**src/rtl/mmio_uart_tx.sv**
```systemverilog
// mmio_uart_tx: memory-mapped 8N1 UART transmitter for the RV32I data bus.
// Byte writes to TXDATA are queued in a small circular FIFO and serialised
// LSB first on tx. STATUS = {28'b0, overflow, full, empty, busy}.
// Optional feature macro: MMIO_UART_PARITY_EN inserts an even-parity bit
// between the data bits and the stop bit (frame becomes 11 bit times).
module mmio_uart_tx #(
  parameter logic [31:0] BASE_ADDR    = 32'h0000_0080,
  parameter int unsigned CLKS_PER_BIT = 16,
  parameter int unsigned FIFO_DEPTH   = 4
) (
  input  logic        clk,
  input  logic        reset,
  input  logic        we,
  input  logic [31:0] addr,
  input  logic [31:0] wd,
  output logic        sel,
  output logic [31:0] rdata,
  output logic        tx,
  output logic        busy
);

  localparam int unsigned PW = $clog2(FIFO_DEPTH);
  localparam int unsigned BW = $clog2(CLKS_PER_BIT);
  localparam logic [BW-1:0] BAUD_MAX = BW'(CLKS_PER_BIT - 1);

  typedef logic [PW:0] ptr_t;

  typedef enum logic [2:0] {
    S_IDLE,
    S_START,
    S_DATA,
`ifdef MMIO_UART_PARITY_EN
    S_PARITY,
`endif
    S_STOP
  } state_t;

  state_t          state_q, state_d;
  logic [BW-1:0]   baud_q, baud_d;
  logic [2:0]      bitidx_q, bitidx_d;
  logic [7:0]      shift_q, shift_d;
  logic            tx_q, tx_d;
  ptr_t            wr_ptr_q, wr_ptr_d;
  ptr_t            rd_ptr_q, rd_ptr_d;
  logic            ovf_q, ovf_d;
  logic [7:0]      mem_q [FIFO_DEPTH];
`ifdef MMIO_UART_PARITY_EN
  logic            par_q, par_d;
`endif

  logic            push_req;
  logic            push;
  logic            pop;
  logic            stat_wr;
  logic            fifo_empty;
  logic            fifo_full;
  logic            baud_end;
  logic [7:0]      head_byte;

  // Byte offsets and the upper store-data bits carry no meaning here.
  logic            unused_bits;
  assign unused_bits = ^{addr[1:0], wd[31:8]};

  // Word-granular decode of the 8-byte register window.
  assign sel      = (addr[31:3] == BASE_ADDR[31:3]);
  assign push_req = we & sel & ~addr[2];
  assign stat_wr  = we & sel &  addr[2];

  // The extra pointer bit separates full (MSBs differ) from empty (equal).
  assign fifo_empty = (wr_ptr_q == rd_ptr_q);
  assign fifo_full  = (wr_ptr_q[PW] != rd_ptr_q[PW]) &&
                      (wr_ptr_q[PW-1:0] == rd_ptr_q[PW-1:0]);

  // Fullness is sampled before any same-edge pop, so a write to a full FIFO
  // is dropped even while the transmitter is taking the head entry.
  assign push      = push_req & ~fifo_full;
  assign head_byte = mem_q[rd_ptr_q[PW-1:0]];
  assign baud_end  = (baud_q == BAUD_MAX);

  assign busy  = (state_q != S_IDLE);
  assign tx    = tx_q;
  assign rdata = (sel && addr[2]) ? {28'b0, ovf_q, fifo_full, fifo_empty, busy} : '0;

  // FIFO pointer and sticky-overflow next-state logic.
  always_comb begin
    wr_ptr_d = wr_ptr_q;
    rd_ptr_d = rd_ptr_q;
    ovf_d    = ovf_q;
    if (push) begin
      wr_ptr_d = wr_ptr_q + ptr_t'(1);
    end
    if (pop) begin
      rd_ptr_d = rd_ptr_q + ptr_t'(1);
    end
    if (stat_wr && wd[3]) begin
      ovf_d = 1'b0;
    end
    if (push_req && fifo_full) begin
      ovf_d = 1'b1;
    end
  end

  // FIFO storage; contents need no reset because the pointers qualify them.
  always_ff @(posedge clk) begin
    if (push) begin
      mem_q[wr_ptr_q[PW-1:0]] <= wd[7:0];
    end
  end

  // Transmit FSM next-state logic: baud counter, bit index, shift register.
  always_comb begin
    state_d  = state_q;
    baud_d   = baud_q;
    bitidx_d = bitidx_q;
    shift_d  = shift_q;
    pop      = 1'b0;
`ifdef MMIO_UART_PARITY_EN
    par_d    = par_q;
`endif
    if (state_q != S_IDLE) begin
      baud_d = baud_end ? '0 : baud_q + BW'(1);
    end
    unique case (state_q)
      S_IDLE: begin
        if (!fifo_empty) begin
          pop      = 1'b1;
          shift_d  = head_byte;
          baud_d   = '0;
          bitidx_d = '0;
`ifdef MMIO_UART_PARITY_EN
          par_d    = ^head_byte;
`endif
          state_d  = S_START;
        end
      end
      S_START: begin
        if (baud_end) begin
          state_d = S_DATA;
        end
      end
      S_DATA: begin
        if (baud_end) begin
          shift_d  = {1'b0, shift_q[7:1]};
          bitidx_d = bitidx_q + 3'd1;
          if (bitidx_q == 3'd7) begin
`ifdef MMIO_UART_PARITY_EN
            state_d = S_PARITY;
`else
            state_d = S_STOP;
`endif
          end
        end
      end
`ifdef MMIO_UART_PARITY_EN
      S_PARITY: begin
        if (baud_end) begin
          state_d = S_STOP;
        end
      end
`endif
      S_STOP: begin
        if (baud_end) begin
          state_d = S_IDLE;
        end
      end
      default: begin
        state_d = S_IDLE;
      end
    endcase
  end

  // Line level is derived from the next state so tx is a clean flop output
  // that changes on the same edge as the state register.
  always_comb begin
    tx_d = 1'b1;
    unique case (state_d)
      S_START:  tx_d = 1'b0;
      S_DATA:   tx_d = shift_d[0];
`ifdef MMIO_UART_PARITY_EN
      S_PARITY: tx_d = par_d;
`endif
      default:  tx_d = 1'b1;
    endcase
  end

  // State, counters, pointers and line register; reset aborts any frame at once.
  always_ff @(posedge clk or posedge reset) begin
    if (reset) begin
      state_q  <= S_IDLE;
      baud_q   <= '0;
      bitidx_q <= '0;
      shift_q  <= '0;
      tx_q     <= 1'b1;
      wr_ptr_q <= '0;
      rd_ptr_q <= '0;
      ovf_q    <= 1'b0;
`ifdef MMIO_UART_PARITY_EN
      par_q    <= 1'b0;
`endif
    end else begin
      state_q  <= state_d;
      baud_q   <= baud_d;
      bitidx_q <= bitidx_d;
      shift_q  <= shift_d;
      tx_q     <= tx_d;
      wr_ptr_q <= wr_ptr_d;
      rd_ptr_q <= rd_ptr_d;
      ovf_q    <= ovf_d;
`ifdef MMIO_UART_PARITY_EN
      par_q    <= par_d;
`endif
    end
  end

endmodule

```
**config.mk**
```make
export PLATFORM = sky130hd
export DESIGN_NAME = mmio_uart_tx
export DESIGN_NICKNAME = d
export VERILOG_FILES = /design/src/rtl/mmio_uart_tx.sv
export SDC_FILE = /design/constraint.sdc
export NUM_CORES = 1
export LEC_CHECK = 0
export CORE_ASPECT_RATIO = 1.25
export CORE_MARGIN = 2
export CORE_UTILIZATION = 35
export CTS_BUF_LIST = sky130_fd_sc_hd__clkbuf_2
export CTS_CLUSTER_DIAMETER = 120
export CTS_CLUSTER_SIZE = 30
export DETAILED_ROUTE_END_ITERATION = 8
export SETUP_SLACK_MARGIN = 0.05
export SLEW_MARGIN = 20
export SYNTH_ARGS = -nofsm -noshare
export SYNTH_HDL_FRONTEND = slang
export SYNTH_SLANG_ARGS = --single-unit
```
**constraint.sdc**
```tcl
create_clock -name clk -period 2.9 [get_ports clk]
set_input_delay 0.87 -clock clk [delete_from_list [all_inputs] [get_ports clk]]
set_output_delay 0.87 -clock clk [all_outputs]
set_load 0.02 [all_outputs]
```
* Yosys cells after proc, flatten, opt, wreduce, memory -nomap -nowiden
Memories as Yosys holds them, arrays and structs flattened.
Cells that the tools add are included.
** Word-level totals
- Output and inout port bits :: 35
- Memories kept :: 1
- Bits in writable memories :: 32
- Register bits :: 26
** Operators by class
- Equality and inequality tests :: 13
- Mux-type cells :: 24
- $add $sub $neg :: 4
- Bitwise logic cells :: 6
- Reduce and logical (&&, ||, !) cells :: 9
** Memories
- mem_q :: words 4, width 8, read ports 1, clocked after memory_dff 0, wr ports 1, RTL line 46 : logic [7:0] mem_q [FIFO_DEPTH];
** Operators by type and width (count)
- 29-bit by 5-bit equality test with 1-bit output, second input constant :: 1
- 3-bit two-way mux :: 7
- 4-bit two-way mux :: 5
- 8-bit two-way mux :: 2
- 8-bit one-hot mux with 2 select lines :: 1
- 3-bit one-hot mux with 4 select lines :: 1
- 3-bit by 1-bit adder with 3-bit output, second input constant :: 3
- 3-bit by 2-bit equality test with 1-bit output, second input constant :: 3
- 3-bit by 1-bit equality test with 1-bit output, second input constant :: 2
- 1-bit two-way mux :: 6
- 3-bit one-hot mux with 2 select lines :: 1
- 4-bit by 1-bit adder with 4-bit output, second input constant :: 1
- 1-bit AND :: 4
- 4-bit equality test, second input constant :: 1
- 1-bit logical AND :: 4
- 2-bit inequality test, second input constant :: 2
- 2-bit nonzero test :: 2
- 3-bit equality test :: 1
- 3-bit equality test, second input constant :: 1
- 3-bit logical NOT :: 1
- 3-bit AND reduction :: 1
- 3-bit nonzero test :: 1
- 2-bit equality test :: 1
- 1-bit NOT :: 2
- other kinds (2) :: 2

* Depth between registers and ports, before layout
- Depth in word-level cells :: 6
- Mapped depth :: 7
- Depth with buffers taken out :: 5

* Worst setup path before layout
Ideal clock, no wire load.
- Kind :: input to output
- Start :: input port addr[9]
- End :: output port rdata[0]
- Path slack :: -0.124 ns
- Path buffers :: 0
- Stages :: 3
- Data arrival time :: 2.154 ns
- Data required time :: 2.030 ns
- Cell sequence :: nor4b_1 nand4_1 nor4_1
** On the way
- Word-level cells in the longest chain between the ends :: 3
** Ends and longest elaborated chain
- start: declaration :: RTL line 14 : input logic [31:0] addr,
- 29-bit by 5-bit equality test with 1-bit output :: RTL line 65 : assign sel = (addr[31:3] == BASE_ADDR[31:3]);
- 1-bit logical AND :: RTL line 82 : assign rdata = (sel && addr[2]) ? {28'b0, ovf_q, fifo_full, fifo_empty, busy} : '0;
- 4-bit two-way mux :: RTL line 82
- end: declaration :: RTL line 17 : output logic [31:0] rdata,
No other way between the ends.

* Worst setup path in the final report
- Start :: input port addr[11]
- End :: output port rdata[2]
Same word-level chain as after synthesis.

==> impl_metrics.tcl <==
set metrics [dict create \
    cts_buffer_depth 2 \
    drtAntennaViolNets 0 \
    dr.first_iter.drc_count 77 \
    p_leak_uw 0.00174 \
    crit_start "addr[11]" \
    num_vias 1966 \
    dp_hpwl_um 3940 \
    io_buffers 47 \
    required_ns 2.03 \
    critical_path_arrival_ns 2.09 \
    syn_inst 220 \
    grt_usage 0.144 \
    min_period_ns 2.96 \
    first_pass_iters 6 \
    multi_input_area_um2 1270 \
    hold_viol 0 \
    tightest_slew_ns 0.501 \
    drc 0 \
    tns_ns -0.142 \
    seq_area_frac_synth 0.552 \
    drive_above_1_share 0.375 \
    place_congestion 0.765 \
    synthArstFlopShare 0.448 \
    num_io_pins 102 \
    die_w_um 85.7 \
    die_area_um2 9100 \
    rows 37 \
    violations "negative setup slack" \
    ys_top_cells_by_area "edfxtp_1 33%, dfrtp_1 21%, buf_4 7.4%, mux4_2 4.6%, ha_1 3.4%" \
    die_h_um 106 \
    cp_max_fo 3 \
    vdd_drop_max_v 0.000508 \
    cts_tree "built" \
    start_util 0.357 \
    clk_pin_slew_ns 0.16 \
    wirelength_um 5810 \
    r2r-start "baud_q[0]" \
    max_stage_delay_ns 0.31 \
    grt_pass1_wl_um 10100 \
    layout_setup_ws_ns -0.0586 \
    grt_pass1_vias 2132 \
    ys_types 46 \
    viasPerCell 4.75 \
    slew_viol_final 0 \
    slew_headroom 0.663 \
    cp_slowest_cell "nor4_4" \
    critPathKind "input port to output port" \
    wire_per_inst_um 14.0 \
    ys_ff_latch 58 \
    setup_violations 3 \
    final_cell_area_um2 3930 \
    coreArea_um2 8190 \
    max_freq_ghz 0.338 \
    rsz0062_at_grt "true" \
    antenna_found_initial 0 \
    synth_edf_count 32 \
    cp-start-kind "input port" \
    crit_path_end_kind "output port" \
    hp-start "baud_q[3]" \
    grt_start_max_net_pins 27 \
    synth_top_area_cell "edfxtp_1" \
    root_buffer "clkbuf_2" \
    place_ws_ns -0.886 \
    cts_buffers 9 \
    syn_avg_cell_area_um2 13.3 \
    antennaDiodeCount 0 \
    synthToLayoutAreaGrowth_pct 34.6 \
    htreeDepth 3 \
    cts.sinks 58 \
    hp-class "flop to flop" \
    mappedNetlistArea_um2 2920 \
    power.density_nw_per_um2 573 \
    synth_top_area_frac 0.329 \
    placed_cell_area_um2 3570 \
    grt_overflow 0 \
    min_period_over_period 1.02 \
    cts.hold.buffers_added 0 \
    final_nets 387 \
    path_cells "buf_8, nor4_4, nand4_1, buf_4, nor4_4, buf_4" \
    nFillCells 738 \
    register_area_um2 1620 \
    synth_flop_cell "edfxtp_1" \
    skew_ns 0.0227 \
    yosysWarnings 0 \
    drv_cap 0 \
    clkLatencyLatePin_ns 0.46 \
    finish.utilization 0.480 \
    holdWs_ns 0.488 \
    status "finished with violations" \
]
[critical path, delay by kind of cell]
kind	cells	cell delay (ns)
buffers and inverters	3	0.49
AND/OR/NAND/NOR	3	0.73
[repair_timing]
item,CTS,global route
pin swaps,14,13
setup endpoints to repair,6,40
buffers inserted,24,3
resized for setup,122,32
[synth_stat cells, drive strengths merged (2+ instances only)]
| library cell | n |
|---|---|
| nand3 | 2 |
| clkbuf | 2 |
| nor4 | 9 |
| a21oi | 3 |
| dfrtp | 25 |
| buf | 33 |
| nor3 | 6 |
| and2 | 5 |
| o21ai | 7 |
| inv | 10 |
| a21o | 9 |
| edfxtp | 32 |
| mux4 | 8 |
| and3 | 4 |
| xor2 | 5 |
| mux2 | 5 |
| o31ai | 3 |
| ha | 8 |
| nor2 | 6 |
| nand4 | 4 |
| a22o | 6 |
| xnor2 | 3 |
| nor3b | 2 |
| nand2 | 12 |
[layout by cell type (no fill, tap or decap), types with 2 or more instances in the layout]
master	count
buf_4	39
edfxtp_1	32
conb_1	29
dfrtp_1	23
clkbuf_2	13
nand2_1	12
clkdlybuf4s50_1	12
inv_1	10
buf_6	10
a21o_1	9
buf_2	9
ha_1	8
o21ai_0	7
nor4_4	7
mux4_2	6
a22o_1	6
clkdlybuf4s15_1	6
and2_4	5
nor2_1	4
mux2_2	4
and3_1	4
xnor2_1	3
nand4_1	3
xor2_1	3
nor3_4	3
a21oi_1	3
clkinv_4	3
dlygate4sd2_1	3
buf_12	3
xor2_2	2
nor3_1	2
nor3b_1	2
o31ai_1	2
nand3_1	2
mux4_1	2
dfrtp_2	2
[per-stage QoR]
stage / instances / total power [uW]
finish: 414 / 2250
detailed placement: 378 / 1740
CTS: 418 / 2280
floorplan: 248 / 1570
global placement: 378 / 1730
global route: 414 / 2410
[flip-flops by register name, indices dropped and copies added, names as in the netlist]
register / flops
mem_q: 32
shift_q: 8
baud_q: 4
bitidx_q: 3
rd_ptr_q: 3
state_q: 3
wr_ptr_q: 3
ovf_q: 1
tx: 1
[routing by layer]
metal | global-route usage | part of all wire
met5 | 0 | 0
met4 | 0.0578 | 0.014
met3 | 0.0388 | 0.028
met2 | 0.256 | 0.56
met1 | 0.162 | 0.40
[cell type report]
class                           count  area share
Multi-Input combinational cell    145       0.323
Tap cell                           97      0.0309
Clock buffer                        9      0.0115
Timing Repair Buffer               88       0.194
Sequential cell                    58       0.411
Inverter                           10     0.00954
Clock inverter                      7      0.0197
[report_power, final]
group / switching, uW / internal [uW] / leakage [uW]
sequential: 87.2 / 979 / 0.000612
clock: 315 / 205 / 0.0000725
combinational: 322 / 345 / 0.00105
[cells by family (layout without fill, tap and decap cells)]
logic type,count (synthesis),count (layout),share of synthesized area
AOI/OAI and AO/OA,34,34,0.0856
xor gates and xnor gates,8,8,0.0291
adders and majority gates,8,8,0.0342
buffers and inverters,45,114,0.101
DFF,58,58,0.552
muxes,13,13,0.0835
other,1,29,0.00128
and+or+nand+nor,53,53,0.113
[final timing paths]
check                      slack (ns)  depth (start not counted)           to
max                             -0.06                          6     rdata[2]
min                              0.49                          1    baud_q[3]
max reg2reg                      0.90                          5  bitidx_q[0]
min reg2reg                      0.49                          1    baud_q[3]
max in group asynchronous        1.86                          3           tx
min in group asynchronous        0.73                          3   state_q[1]
(Power assumes the default switching activity.)
